## src/rtl/serial_subtractor_module.sv

```systemverilog
// Digit-serial unsigned subtractor: destination2 = operand0 - operand1, LSD first,
// with a start/busy/done handshake and the shared four-destination result fan-out.
module serial_subtractor_module #(
    parameter int bit_width   = 8,
    parameter int count0      = 0,
    parameter int count1      = 0,
    parameter int digit_width = 1,
    localparam int sel0_w     = (count0 > 0) ? $clog2(count0 + 1) : 1,
    localparam int sel1_w     = (count1 > 0) ? $clog2(count1 + 1) : 1,
    localparam int src0_w     = (count0 > 0) ? count0 * bit_width : 1,
    localparam int src1_w     = (count1 > 0) ? count1 * bit_width : 1
) (
    input  logic                 clock,
    input  logic                 reset,
    input  logic                 start,
    input  logic [sel0_w-1:0]    selector0,
    input  logic [sel1_w-1:0]    selector1,
    input  logic [src0_w-1:0]    source0,
    input  logic [src1_w-1:0]    source1,
    output logic                 busy,
    output logic                 done,
    output logic [bit_width-1:0] destination0,
    output logic [bit_width-1:0] destination1,
    output logic [bit_width-1:0] destination2,
    output logic [bit_width-1:0] destination3
);

    localparam int n_digits = bit_width / digit_width;
    localparam int cnt_w    = (n_digits > 1) ? $clog2(n_digits) : 1;

    typedef enum logic [1:0] {
        S_IDLE,
        S_RUN,
        S_DONE
    } state_t;

    state_t               state, state_next;
    logic [bit_width-1:0] a_reg, b_reg;
    logic [bit_width-1:0] a_sh, b_sh;
    logic [bit_width-1:0] diff, diff_next;
    logic                 borrow;
    logic [cnt_w-1:0]     cnt;
    logic [bit_width-1:0] op_a, op_b;
    logic [digit_width:0] digit_res;

    // Word select: s in 1..count picks word s-1; 0 or out-of-range gives zero.
    always_comb begin
        // NOTE: every combinational output gets a default first so no latch is inferred.
        op_a = '0;
        op_b = '0;
        for (int i = 0; i < count0; i++)
            if (int'(selector0) == i + 1)
                op_a = source0[i*bit_width +: bit_width];
        for (int i = 0; i < count1; i++)
            if (int'(selector1) == i + 1)
                op_b = source1[i*bit_width +: bit_width];
    end

    // Top bit of the (digit_width+1)-bit difference is the outgoing borrow.
    assign digit_res = {1'b0, a_sh[digit_width-1:0]}
                     - {1'b0, b_sh[digit_width-1:0]}
                     - {{digit_width{1'b0}}, borrow};

    generate
        if (digit_width == bit_width) begin : g_full
            assign diff_next = digit_res[digit_width-1:0];
        end else begin : g_part
            assign diff_next = {digit_res[digit_width-1:0], diff[bit_width-1:digit_width]};
        end
    endgenerate

    always_comb begin
        state_next = state;
        case (state)
            S_IDLE:  if (start) state_next = S_RUN;
            S_RUN:   if (cnt == cnt_w'(n_digits - 1)) state_next = S_DONE;
            S_DONE:  state_next = S_IDLE;
            default: state_next = S_IDLE;
        endcase
    end

    always_ff @(posedge clock) begin
        // NOTE: sequential state uses non-blocking assignments so every register
        // samples pre-edge values regardless of statement order.
        if (reset) begin
            // NOTE: all datapath registers are cleared, since the destinations must read zero after reset.
            state  <= S_IDLE;
            a_reg  <= '0;
            b_reg  <= '0;
            a_sh   <= '0;
            b_sh   <= '0;
            diff   <= '0;
            borrow <= 1'b0;
            cnt    <= '0;
        end else begin
            state <= state_next;
            case (state)
                S_IDLE: begin
                    if (start) begin
                        a_reg  <= op_a;
                        b_reg  <= op_b;
                        a_sh   <= op_a;
                        b_sh   <= op_b;
                        diff   <= '0;
                        borrow <= 1'b0;
                        cnt    <= '0;
                    end
                end
                S_RUN: begin
                    a_sh   <= a_sh >> digit_width;
                    b_sh   <= b_sh >> digit_width;
                    diff   <= diff_next;
                    borrow <= digit_res[digit_width];
                    cnt    <= cnt + 1'b1;
                end
                default: ;
            endcase
        end
    end

    assign busy         = (state == S_RUN);
    assign done         = (state == S_DONE);
    assign destination0 = a_reg;
    assign destination1 = b_reg;
    assign destination2 = diff;
    assign destination3 = {bit_width{borrow}};

endmodule
```

## config.mk

```make
export PLATFORM = sky130hd
export DESIGN_NAME = serial_subtractor_module
export DESIGN_NICKNAME = d
export VERILOG_FILES = /design/src/rtl/serial_subtractor_module.sv
export SDC_FILE = /design/constraint.sdc
export NUM_CORES = 1
export LEC_CHECK = 0
export ABC_AREA = 1
export CAP_MARGIN = 20
export CORE_MARGIN = 2
export CORE_UTILIZATION = 30
export CTS_CLUSTER_SIZE = 30
export DETAILED_ROUTE_END_ITERATION = 8
export GPL_TIMING_DRIVEN = 0
export PLACE_DENSITY_LB_ADDON = 0.1
export SETUP_SLACK_MARGIN = 0.2
export SYNTH_ARGS = -nofsm -noshare
export SYNTH_HDL_FRONTEND = slang
export SYNTH_SLANG_ARGS = --single-unit
```

## constraint.sdc

```tcl
create_clock -name clock -period 1.8 [get_ports clock]
set_input_delay 0.54 -clock clock [delete_from_list [all_inputs] [get_ports clock]]
set_output_delay 0.54 -clock clock [all_outputs]
set_load 0.05 [all_outputs]
```

==> results.md <==
- P&R area growth vs syn: 50.61%
- Congestion Overflow GR: 0
- Vias in the first global route: 336
- Drc violations: 0
- Routed Antenna Nets: 0
- Rows: 14
- Final hold viol count: 0
- Non-Filler Instances: 126
- Avg Inst Size Synth: 7.177 um2
- DRT Pass-1 Iters: 4
- Register area share after synthesis: 0.2324
- Worst-case clock buffer depth: 2
- Yosys warning total: 0
- Antenna diodes: 0
- Critical path launch point type: flop
- Netlist cell types: 13
- Nets: 121
- Psw: 0.0001537 W
- Flop pwr share: 0.348
- Clock Sinks: 6
- Pleak: 0.4874 nW
- Share of cells above drive strength 1: 0.5091
- Starting Density: 0.3315
- Crit path kind: flop to output port
- First-pass GRT wire length: 1262 um
- Combinational Power Share: 0.342
- Vias per cell: 3.460
- Die area: 0.002070 mm2
- Number of buffers created by CTS: 3
- Routability cong.: 0.7184
- IR drop worst, VDD: 0.4139 mV
- Internal: 0.0002517 W
- Die Width: 45.50 um
- Hold-fix buffers, CTS: 0
- Final setup violation count: 0
- Core ar.: 0.001559 mm2
- Status: complete, no violations
- Clock transition at path regs: 0.05 ns
- Clock power frac: 0.310
- Synthesis-stage register bit count: 6
- DRT iter0 DRCs: 6
- Largest net degree at the start of global routing: 18
- Total length of routed wires: 883 um
- Final worst path period share: 0.8668
- Root buffer cell: clkbuf_4
- Switching share of total power: 0.3791
- Placed cells: 123
- RSZ-0062 raised after global routing: true
- I/O pin cnt: 41
- DIE HEIGHT: 45.50 um
- PwrDens: 520.9 mW/mm2
- CTS resizes: 108
- Via count: 436
- Setup repair bufs after CTS: 0
- Total Routing Usage GR: 0.08604
- Cell area after synthesis: 516.7 um2
- Dpl hpwl: 732.9 um
- Worst Path Arrival: 1.02 ns
- Cell count after synthesis: 72
- Antenna violations before repair: 0
- Critical path required time: 1.26 ns
- TNS Setup: 0 ns
- H-tree Lvls: 1
- FMAX: 640.9 MHz
- CTS tree: yes
- Crit. End Element: output port
- Max Cap Viol: 0
- CP max FO: 17
- Type of the tightest min-delay check: flop to flop
- Clock latency on the worst-skew pair: 0.25 ns
- Worst Skew: 0.001783 ns
- Max-slew violations: 0
- Min Tclk post-route: 1.560 ns
- Drt wl/cell: 7.008 um
- # port buffers: 20
==> flip-flops by register name (all words and copies together) (netlist names) <==
signal / count
cnt: 3
state: 2
destination2: 1
==> layout by cell type (no fill, tap or decap) <==
cell type / n
buf_4: 48
conb_1: 16
nand2_1: 10
inv_1: 7
nor2_1: 7
dfxtp_1: 5
clkbuf_4: 4
nor3_1: 2
ha_1: 2
clkdlybuf4s50_1: 2
nand2_2: 1
nor2_2: 1
o21ai_0: 1
nand3_1: 1
a21oi_1: 1
dfxtp_4: 1
buf_6: 1
==> kinds of logic (layout without fill, tap and decap cells) <==
logic type / count (synthesis) / count (layout) / synth area share
and+or+nand+nor: 22 / 22 / 0.1768
AOI/OAI and AO/OA: 2 / 2 / 0.01935
DFF: 6 / 6 / 0.2325
other: 1 / 16 / 0.007257
adders and majority gates: 2 / 2 / 0.04842
buffers and inverters: 39 / 62 / 0.5157
==> layout make-up <==
type                       instances  area, um2
buffer                            32      240.2
tap                               16      20.02
multi-input combinational         42      186.4
timing repair buffer              20      158.9
inverter                           7      26.28
fill                             171      780.7
sequential                         6      123.9
clock buffer                       3      22.52
==> worst paths after layout <==
path	start	end	slack (ns)	cells past startpoint
max	destination2[4]$_SDFFE_PP0P_	destination2[6]	0.24	2
min reg2reg	state[1]$_SDFFE_PP0P_	cnt[0]$_SDFFE_PP0P_	0.52	2
min	state[1]$_SDFFE_PP0P_	cnt[0]$_SDFFE_PP0P_	0.52	2
max reg2reg	cnt[0]$_SDFFE_PP0P_	state[0]$_SDFFE_PP0P_	0.79	5
==> Yosys cell counts <==
master	number	share of area
buf_4	32	0.46
dfxtp_1	6	0.23
a21oi_1	1	0.0097
nor2_2	1	0.012
nand3_1	1	0.0097
conb_1	1	0.0073
inv_1	7	0.051
nor2_1	7	0.051
ha_1	2	0.048
nand2_2	1	0.012
nand2_1	10	0.073
nor3_1	2	0.019
o21ai_0	1	0.0097
==> worst max-delay path: stages, from the launching register on <==
cell and delay [ns]:
dfxtp_4 0.43, buf_4 0.13, clkbuf_4 0.22
==> power groups by stage <==
stage / sequential (W) / clock, W / combinational [W]
6_report: 0.000141 / 0.000126 / 0.000139
5_1_grt: 0.000142 / 0.000135 / 0.000146
4_1_cts: 0.000141 / 0.000133 / 0.000136
3_5_place_dp: 0.000145 / 0 / 0.000137
3_3_place_gp: 0.000145 / 0 / 0.000136
2_1_floorplan: 0.000144 / 0 / 0.000123
==> stage by stage <==
stage / utilization / setup slack [ns] / power, W / hold slack (ns) / instance area (um2)
finish: 0.4992 / 0.2397 / 0.0004054 / 0.5158 / 778.2
global route: 0.4992 / 0.1838 / 0.0004223 / 0.5494 / 778.2
CTS: 0.4936 / 0.1867 / 0.0004103 / 0.5123 / 769.5
detailed placement: 0.5088 / -0.3566 / 0.0002819 / 0.4915 / 793.3
global placement: 0.5088 / -0.3445 / 0.0002815 / 0.4928 / 793.3
floorplan: - / 0.2094 / 0.0002676 / 0.4676 / 573.1
==> metal layers <==
layer | up-vias | routed length, um | global-route usage
met5 | - | 0 | 0
met4 | 0 | 19 | 0.07059
met3 | 2 | 133 | 0.03175
met2 | 27 | 388 | 0.1352
met1 | 164 | 342 | 0.09048
li1 | 243 | - | -
Power figures use the tool's default switching activity.
